File: src/rtl/instr_loader.sv
`default_nettype none
// =============================================================================
// instr_loader : packs received UART bytes MSB-first into instructions and
//                writes them to consecutive instruction-memory words from 0.
// Revision 1.0
// =============================================================================
module instr_loader #(
  parameter int unsigned    LEN       = 32,
  parameter int unsigned    LEN_UART  = 8,
  parameter int unsigned    CANT_INST = 64,
  parameter logic [LEN-1:0] HALT_INST = 32'hFFFFFFFF
) (
  input  logic                           i_clk,
  input  logic                           i_rst,
  input  logic                           i_start,
  input  logic                           i_rx_done,
  input  logic [LEN_UART-1:0]            i_uart_data,
  output logic                           o_wr_en,
  output logic [$clog2(CANT_INST)-1:0]   o_wr_addr,
  output logic [LEN-1:0]                 o_wr_data,
  output logic                           o_busy,
  output logic                           o_done,
  output logic                           o_overflow,
  output logic [$clog2(CANT_INST):0]     o_inst_count
);

  localparam int unsigned NB  = LEN / LEN_UART;
  localparam int unsigned AW  = $clog2(CANT_INST);
  localparam int unsigned CW  = AW + 1;
  localparam int unsigned BCW = (NB > 1) ? $clog2(NB) : 1;

  localparam logic [BCW-1:0] BC_LAST   = BCW'(NB - 1);
  localparam logic [BCW-1:0] BC_ONE    = BCW'(1);
  localparam logic [AW-1:0]  ADDR_LAST = AW'(CANT_INST - 1);
  localparam logic [CW-1:0]  COUNT_MAX = CW'(CANT_INST);

  typedef enum logic [2:0] {
    ST_IDLE  = 3'd0,
    ST_RECV  = 3'd1,
    ST_WRITE = 3'd2,
    ST_DONE  = 3'd3,
    ST_ERROR = 3'd4
  } state_t;

  state_t          state_q,   state_d;
  logic [BCW-1:0]  bc_q,      bc_d;
  logic [LEN-1:0]  shreg_q,   shreg_d;
  logic [AW-1:0]   addr_q,    addr_d;
  logic [CW-1:0]   count_q,   count_d;
  logic            wr_en_q,   wr_en_d;
  logic [AW-1:0]   wr_addr_q, wr_addr_d;
  logic [LEN-1:0]  wr_data_q, wr_data_d;

  logic [LEN-1:0]  shifted;

  generate
    if (NB > 1) begin : g_shift_multi
      assign shifted = {shreg_q[LEN-LEN_UART-1:0], i_uart_data};
    end else begin : g_shift_single
      assign shifted = i_uart_data;
    end
  endgenerate

  always_comb begin
    state_d   = state_q;
    bc_d      = bc_q;
    shreg_d   = shreg_q;
    addr_d    = addr_q;
    count_d   = count_q;
    wr_en_d   = 1'b0;
    wr_addr_d = wr_addr_q;
    wr_data_d = wr_data_q;

    case (state_q)
      ST_IDLE, ST_DONE, ST_ERROR: begin
        // A byte arriving together with start is dropped.
        if (i_start) begin
          state_d = ST_RECV;
          addr_d  = '0;
          bc_d    = '0;
          count_d = '0;
          shreg_d = '0;
        end
      end

      ST_RECV: begin
        if (i_rx_done) begin
          shreg_d = shifted;
          if (bc_q == BC_LAST) begin
            bc_d      = '0;
            state_d   = ST_WRITE;
            wr_en_d   = 1'b1;
            wr_addr_d = addr_q;
            wr_data_d = shifted;
          end else begin
            bc_d = bc_q + BC_ONE;
          end
        end
      end

      ST_WRITE: begin
        if (count_q != COUNT_MAX) begin
          count_d = count_q + CW'(1);
        end
        if (shreg_q == HALT_INST) begin
          state_d = ST_DONE;
        end else if (addr_q == ADDR_LAST) begin
          state_d = ST_ERROR;
        end else begin
          addr_d  = addr_q + AW'(1);
          state_d = ST_RECV;
          // A byte landing in the write cycle starts the next word.
          if (i_rx_done) begin
            shreg_d = shifted;
            if (bc_q == BC_LAST) begin
              state_d   = ST_WRITE;
              wr_en_d   = 1'b1;
              wr_addr_d = addr_q + AW'(1);
              wr_data_d = shifted;
            end else begin
              bc_d = BC_ONE;
            end
          end
        end
      end

      default: state_d = ST_IDLE;
    endcase
  end

  always_ff @(posedge i_clk) begin
    if (i_rst) begin
      state_q   <= ST_IDLE;
      bc_q      <= '0;
      shreg_q   <= '0;
      addr_q    <= '0;
      count_q   <= '0;
      wr_en_q   <= 1'b0;
      wr_addr_q <= '0;
      wr_data_q <= '0;
    end else begin
      state_q   <= state_d;
      bc_q      <= bc_d;
      shreg_q   <= shreg_d;
      addr_q    <= addr_d;
      count_q   <= count_d;
      wr_en_q   <= wr_en_d;
      wr_addr_q <= wr_addr_d;
      wr_data_q <= wr_data_d;
    end
  end

  assign o_wr_en      = wr_en_q;
  assign o_wr_addr    = wr_addr_q;
  assign o_wr_data    = wr_data_q;
  assign o_busy       = (state_q == ST_RECV) || (state_q == ST_WRITE);
  assign o_done       = (state_q == ST_DONE);
  assign o_overflow   = (state_q == ST_ERROR);
  assign o_inst_count = count_q;

endmodule
`default_nettype wire

File: config.mk
export PLATFORM = sky130hd
export DESIGN_NAME = instr_loader
export DESIGN_NICKNAME = d
export VERILOG_FILES = /design/src/rtl/instr_loader.sv
export SDC_FILE = /design/constraint.sdc
export NUM_CORES = 1
export LEC_CHECK = 0
export ABC_AREA = 1
export BUFFER_PORTS_ARGS = -buffer_cell sky130_fd_sc_hd__buf_2
export CORE_MARGIN = 2
export CORE_UTILIZATION = 50
export CTS_CLUSTER_DIAMETER = 60
export DETAILED_ROUTE_END_ITERATION = 10
export PLACE_DENSITY = 0.7
export SLEW_MARGIN = 20
export SYNTH_ARGS = -nofsm -noshare
export SYNTH_HDL_FRONTEND = slang
export SYNTH_SLANG_ARGS = --single-unit
File: constraint.sdc
create_clock -name i_clk -period 3.79 [get_ports i_clk]
set_input_delay 0.758 -clock i_clk [delete_from_list [all_inputs] [get_ports i_clk]]
set_output_delay 0.758 -clock i_clk [all_outputs]
set_load 0.05 [all_outputs]
# Yosys cells after proc, flatten, opt, wreduce, memory -nomap -nowiden
# Cells that the tools add are included.
[word_totals] register_bits=89 latch_bits=0 ram_bits=0 rom_bits=0 in_bits=12 output_inout_bits=49 elab_cells=86 mem_count=0
[op_classes] addsub=3 n_mul=0 div_mod_pow=0 n_lt_le_gt_ge=0 n_eq_ne=17 shift=0 n_mux=45 bitwise=0 reduce_logical=13
[ops] op="$mux W32" n=8
[ops] op="$pmux W32 S3" n=1
[ops] op="$pmux W32 S2" n=1
[ops] op="$mux W6" n=9
[ops] op="$eq A32 B32 Y1 const B" n=1
[ops] op="$pmux W6 S2" n=2
[ops] op="$mux W2" n=9
[ops] op="$ne A2 B2 Y1 const B" n=9
[ops] op="$mux W3" n=5
[ops] op="$mux W7" n=2
[ops] op="$pmux W7 S2" n=1
[ops] op="$reduce_and A7 Y1" n=2
[ops] op="$pmux W3 S3" n=1
[ops] op="$reduce_and A3 Y1" n=3
[ops] op="$reduce_and A4 Y1" n=2
[ops] op="$add A7 B1 Y7 const B" n=1
[ops] op="$ne A7 B7 Y1 const B" n=1
[ops] op="$add A6 B1 Y6 const B" n=1
[ops] op="$eq A3 B2 Y1 const B" n=2
[ops] op="$eq A6 B6 Y1 const B" n=1
[ops] op="$pmux W2 S3" n=1
[ops] op="$mux W1" n=4
[ops] op="$reduce_bool A2 Y1" n=2
[ops] op="$eq A3 B1 Y1 const B" n=1
[ops] op="8 further kinds" n=8

# Depth between registers and ports, before layout
# Gate-level depths: netlist of run 1.
[logic_depth] depth_word=6 ltp_mapped=12 ltp_nobuf=10

# Worst setup path after synthesis of run 1
# OpenSTA, ideal clock, no wires.
[synth_timing] kind="register to output" from="register state_q[0]" to="output o_busy" arrival_time_ns=1.257 required_time_ns=3.032 slack_ns=1.775 stages_incl_launch_ff=5 n_path_buf=1 path_cell_list="dfxtp_1 > inv_1 > nand3_4 > nand2_2 > clkbuf_1"
[synth_between] elab_chain_cells=2 elab_cells_between_ends=3 classes_between="2 x eq/ne; 1 x reduce/logical"
[synth_rtl] element="start: declaration" line_no="45" text="state_t state_q, state_d;"
[synth_rtl] element="start signal: assignment" line_no="142" text="state_q <= state_d;"
[synth_rtl] element="$eq A3 B1 Y1 / $eq A3 B2 Y1 (equally long branches)" line_no="156" text="assign o_busy = (state_q == ST_RECV) || (state_q == ST_WRITE);"
[synth_rtl] element="$logic_or A1 B1 Y1 *" line_no="156"
[synth_rtl] element="end: declaration" line_no="21" text="output logic o_busy,"
# Mark *: on every way between the ends. The rest lies on a longest branch, timed or not.

# Worst setup path after layout of run 1
[layout_timing] from="register state_q[0]" to="register shreg_q[3]"
[layout_between] elab_chain_cells=4 elab_cells_between_ends=12 classes_between="7 x eq/ne; 1 x mux; 4 x reduce/logical"
[layout_rtl] element="$eq A3 B2 Y1, or another cell as far along" line_no="74" text="case (state_q)"
[layout_rtl] element="$reduce_or A3 Y1" line_no="74"
[layout_rtl] element="$ne A2 B2 Y1 (no line) / $reduce_bool A3 Y1 (equally long branches)"
[layout_rtl] element="$reduce_and A4 Y1 (no line)"
[layout_rtl] element="end signal: assignment" line_no="144" text="shreg_q <= shreg_d;"
[layout_rtl] element="end: declaration" line_no="47" text="logic [LEN-1:0] shreg_q, shreg_d;"
# Several ways; a longest one is shown, not always the timed one.
# A chain may end at the register's enable or synchronous reset.

==> results of run 1 <==
==> Yosys cell counts, types with 5 or more instances <==
cell / n
nand2_1: 208
nor2_1: 168
inv_1: 104
dfxtp_1: 89
nand3_1: 83
buf_2: 18
o21ai_0: 13
a21oi_1: 12
clkbuf_1: 7
buf_1: 5
ha_1: 5
==> worst max-delay path by stage <==
stage	slack [ns]	to	from	cells after the start
2_1_floorplan	1.78	o_busy	state_q[0]$_SDFFE_PP0P_	4
3_3_place_gp	1.28	shreg_q[26]$_SDFFE_PP0P_	state_q[0]$_SDFFE_PP0P_	9
3_5_place_dp	1.18	shreg_q[8]$_SDFFE_PP0P_	state_q[0]$_SDFFE_PP0P_	9
4_1_cts	1.13	shreg_q[3]$_SDFFE_PP0P_	state_q[0]$_SDFFE_PP0P_	10
5_1_grt	0.84	shreg_q[8]$_SDFFE_PP0P_	state_q[0]$_SDFFE_PP0P_	10
6_report	1.13	shreg_q[3]$_SDFFE_PP0P_	state_q[0]$_SDFFE_PP0P_	10
==> power groups by stage <==
stage	sequential [mW]	combinational, mW	clock [mW]
2_1_floorplan	1.35	1.13	0
3_3_place_gp	1.34	1.38	0
3_5_place_dp	1.34	1.43	0
4_1_cts	1.32	1.43	0.695
5_1_grt	1.35	1.66	0.726
6_report	1.33	1.43	0.680
==> registers in the layout, summed over array words and instances (netlist names) <==
signal,cells
o_inst_count,7
bc_q,2
shreg_q,32
o_wr_en,1
o_wr_data,32
addr_q,6
o_wr_addr,6
state_q,3
==> area by class of cell <==
| class | instances | area, um^2 | area share, % |
|---|---|---|---|
| Clock buffer | 10 | 137.6 | 2.724 |
| Clock inverter | 6 | 67.56 | 1.337 |
| Inverter | 109 | 414.1 | 8.197 |
| Multi-Input combinational cell | 511 | 2193 | 43.41 |
| Sequential cell | 89 | 1782 | 35.26 |
| Tap cell | 108 | 135.1 | 2.675 |
| Timing Repair Buffer | 63 | 322.8 | 6.389 |
==> logic make-up after synthesis <==
kind of cell	synth area share, %
simple gates	43.33
buf+inv	13.03
flops	39.06
compound gates	3.017
fa+ha+maj	1.371
xor+xnor	0.1920
==> critical path, cell delays in order (launching register included) <==
cell	delay, ns
dfxtp_1	0.41
inv_1	0.10
nand3_4	0.15
nand2_2	0.37
nand2_2	0.20
nand3_4	0.10
clkinv_4	0.18
nand3_2	0.64
nand2_1	0.26
inv_1	0.08
nor2_1	0.09
==> per-stage QoR <==
stage / util [%] / area, um^2
after CTS: 57.32 / 5047
after floorplan: - / 4562
after global placement: 54.99 / 4842
after global routing: 57.37 / 5052
after detailed placement: 54.99 / 4842
final: 57.37 / 5052
==> per-layer routing <==
layer  global-route usage, %  routed length (um)  up-vias
met5                       0                   0        -
met4                   8.957                 191        0
met3                   3.443                 534       14
met2                   35.34                4797      140
met1                   31.09                5250     2021
li1                        -                   -     2317
==> results.cfg, run 1 <==
[status]
status = finished, final reports clean

[floorplan]
start_util_pct = 51.80
coreArea_mm2 = 0.008806
placementRows = 34
fp.dieH_um = 99.52
die_w_um = 99.52
num_io_pins = 61
dieArea_mm2 = 0.009904

[power_and_ir_drop]
total_power_mw = 3.439
swShare_pct = 44.93
p_switching_mw = 1.545
internal_power_mw = 1.894
cellLeakagePower_nw = 2.584
p_clk_share_pct = 19.8
combPwrFrac_pct = 41.7
peakVddDrop_mv = 0.3517
powerDensity_mw_per_mm2 = 680.8
p_seq_share_pct = 38.5

[route]
vias = 4492
vias_per_cell = 5.013
wl_per_cell_um = 12.02
finalWirelength_mm = 10.77
dr.pass1.iters = 5
drcViolationCount = 0
ant_nets = 0
drt_iter0_markers = 334

[sta]
worst_pin_slew_ns = 0.7747
fin_tns_setup_ns = 0
slew_viol_final = 0
whs_ns = 0.4793
slew_headroom_pct = 48.29
grt_setup_unrepaired = false
setup_violations = 0
worst_slack_ns = 1.135
finalCriticalPeriod_ns = 2.655
fmax_mhz = 376.6
final.setup_skew_ns = 0.01135
final.period_utilization_pct = 70.06
hold_viol = 0

[logic_synthesis]
synthArstFlopShare_pct = 0
synth_cell_types = 23
syn-num-nets = 760
ys_warn_count = 0
synth-seq-cells = 89
synth_top_area_share_pct = 39.06
synth_edf_count = 0
synth.area.top_cells = dfxtp_1 39%, nand2_1 17%, nor2_1 14%
synthesis.area_mm2 = 0.004562
yosys.area.top_type = dfxtp_1
synth_area_per_cell_um2 = 6.140
netlist_instances = 743
synth_seq_area_share_pct = 39.06
synth-main-ff-cell = dfxtp_1

[cts]
cts_setup_buffers = 0
cts_tree = yes
cts_buffer_depth = 2
postCtsHoldBufs = 0
ctsResizeCount = 0
clk_pin_slew_ns = 0.09
clk_latency_ns = 0.36
htree_levels = 3
clock_sink_count = 89
cts-root-buf = clkbuf_8
numCtsBuffers = 9

[global_routing]
grt_pass1_vias = 4063
grt_util_all_layers_pct = 22.48
grt_overflow = 0
grt_pass1_wl_mm = 18.27
grt_start_max_net_pins = 70
grt_antenna_before_repair = 0

[setup_path]
end_kind = flip-flop
worstSetupPathType = flip-flop to flip-flop
startpoint_type = flip-flop
cp_data_arrival_time_ns = 2.96
r2r.worst_path.cells = 10
cp_data_required_time_ns = 4.10
worst_r2r_startpoint = state_q[0]$_SDFFE_PP0P_
r2r_slack_ns = 1.13
r2r-end = shreg_q[3]$_SDFFE_PP0P_
crit_fanout = 38

[min_path]
hold_class = flip-flop to flip-flop
min_to = o_wr_data[12]$_SDFFE_PP0P_
worstHoldStart = o_wr_data[12]$_SDFFE_PP0P_
min_path_cells = 2

[placed_design]
dp.final_hpwl_mm = 7.429
numPortBuffers = 60
pre_cts_ws_ns = 1.177
routabilityCongestion = 0.8950
placedCellCount = 880

[layout]
fill_cells = 906
nets = 800
layoutNonFillerInstCount = 896
final_common_cell = nand2_1
area_growth_pct = 10.75
antenna_cells = 0
final_cell_mix = 207 x nand2_1, 168 x nor2_1, 104 x inv_1
drive_above_1_share_pct = 11.93

[run]
maxCapViolCount = 0
Power figures use the tool's default switching activity.
==> inputs of run 2 (changes only) <==
Clock period 3.79 ns to 2.7 ns, I/O delays scaled along.
==> run 2 against run 1 <==
Worst setup slack worse by 0.70 ns. Clock power grew 63%. Power grew 45%. Via count stayed put. Sequential share of layout area is 0.35 points lower. Critical endpoint is now o_busy. Register-to-register slack got worse by 0.64 ns. First-iteration DRC count shrank 19%. Sequential power up 41%.
==> results.cfg, run 2 (synthesized netlist as in run 1, its figures left out) <==
[cts]
ctsResizeCount = 0
cts_buffer_depth = 2
numCtsBuffers = 9
clk_pin_slew_ns = 0.08
cts_setup_buffers = 0
cts-root-buf = clkbuf_8
cts_tree = yes
clock_sink_count = 89
postCtsHoldBufs = 0
clk_latency_ns = 0.36
htree_levels = 3

[power_and_ir_drop]
total_power_mw = 4.994
cellLeakagePower_nw = 2.603
powerDensity_mw_per_mm2 = 978.6
peakVddDrop_mv = 0.5062

[route]
drcViolationCount = 0
ant_nets = 0
dr.pass1.iters = 5
finalWirelength_mm = 10.85
wl_per_cell_um = 12.11
drt_iter0_markers = 269
vias = 4492
vias_per_cell = 5.013

[setup_path]
startpoint_type = flip-flop
crit_fanout = 30
worstSetupPathType = flip-flop to output pin
cp_data_required_time_ns = 2.16
crit_start = state_q[1]$_SDFFE_PP0P_
end_kind = output pin
cp_data_arrival_time_ns = 1.73
worst_r2r_startpoint = state_q[1]$_SDFFE_PP0P_

[sta]
hold_viol = 0
final.setup_skew_ns = 0.009945
setup_violations = 0
grt_setup_unrepaired = false
fin_tns_setup_ns = 0
slew_viol_final = 0
final.period_utilization_pct = 83.99
worst_slack_ns = 0.4322
worst_pin_slew_ns = 0.7553
slew_headroom_pct = 49.59
whs_ns = 0.4760
fmax_mhz = 441.0
finalCriticalPeriod_ns = 2.268

[floorplan]
die_w_um = 99.52
start_util_pct = 51.80
coreArea_mm2 = 0.008806
placementRows = 34
num_io_pins = 61
dieArea_mm2 = 0.009904
fp.dieH_um = 99.52

[global_routing]
grt_util_all_layers_pct = 23.02
grt_start_max_net_pins = 68
grt_overflow = 0
grt_pass1_vias = 4114
grt_pass1_wl_mm = 18.82
grt_antenna_before_repair = 0

[min_path]
worstHoldStart = i_rst
hold_class = primary input to flip-flop

[layout]
final_cell_mix = 207 x nand2_1, 168 x nor2_1, 104 x inv_1
final_common_cell = nand2_1
nets = 801
antenna_cells = 0
fill_cells = 875
layoutNonFillerInstCount = 896
area_growth_pct = 11.88
stdcell_area_mm2 = 0.005104
fin_util_pct = 57.96
drive_above_1_share_pct = 11.93

[placed_design]
place_area_mm2 = 0.004862
numPortBuffers = 60
pre_cts_ws_ns = 0.5171
dp.final_hpwl_mm = 7.313
placedCellCount = 881
routabilityCongestion = 0.9001

[status]
status = finished, final reports clean

[run]
maxCapViolCount = 0
[run 2: cell count changes in the layout (fill, tap and decap cells not counted), sizes merged]
cell / delta
bufinv: +2
clkinvlp: -2
clkinv: -1
buf: +1
[run 2: report_power, final]
| part | switching (mW) | leakage [nW] | internal (mW) |
|---|---|---|---|
| sequential | 0.262 | 0.725 | 1.61 |
| clock | 0.470 | 0.122 | 0.635 |
| combinational | 1.41 | 1.76 | 0.613 |
[run 2: routing by layer]
metal	global-route usage, %	vias to the layer above	wire length [um]
li1	-	2319	-
met1	31.54	2033	5284
met2	37.53	123	4844
met3	2.881	17	535
met4	8.114	0	185
met5	0	-	0
[run 2: final timing paths]
kind / slack [ns] / end / cells past startpoint
worst max register to register: 0.49 / shreg_q[6]$_SDFFE_PP0P_ / 10
worst min register to register: 0.48 / o_wr_data[21]$_SDFFE_PP0P_ / 2
worst min-delay path: 0.48 / o_inst_count[1]$_SDFFE_PP0P_ / 2
worst max-delay path: 0.43 / o_busy / 4
[run 2: critical path: stages, from the launching register on]
cell,delay (ns)
dfxtp_1,0.44
nand3_4,0.17
nand2_2,0.11
buf_4,0.31
buf_2,0.33
[run 2: layout make-up]
cell class              count  area, um^2  area share (%)
repair buffers             64       342.8           6.717
clock inverters             5       103.9           2.035
flip-flops and latches     89        1782           34.91
well taps                 108       135.1           2.648
multi-input cells         511        2188           42.88
clock buffers              10       137.6           2.697
inverters                 109       414.1           8.115
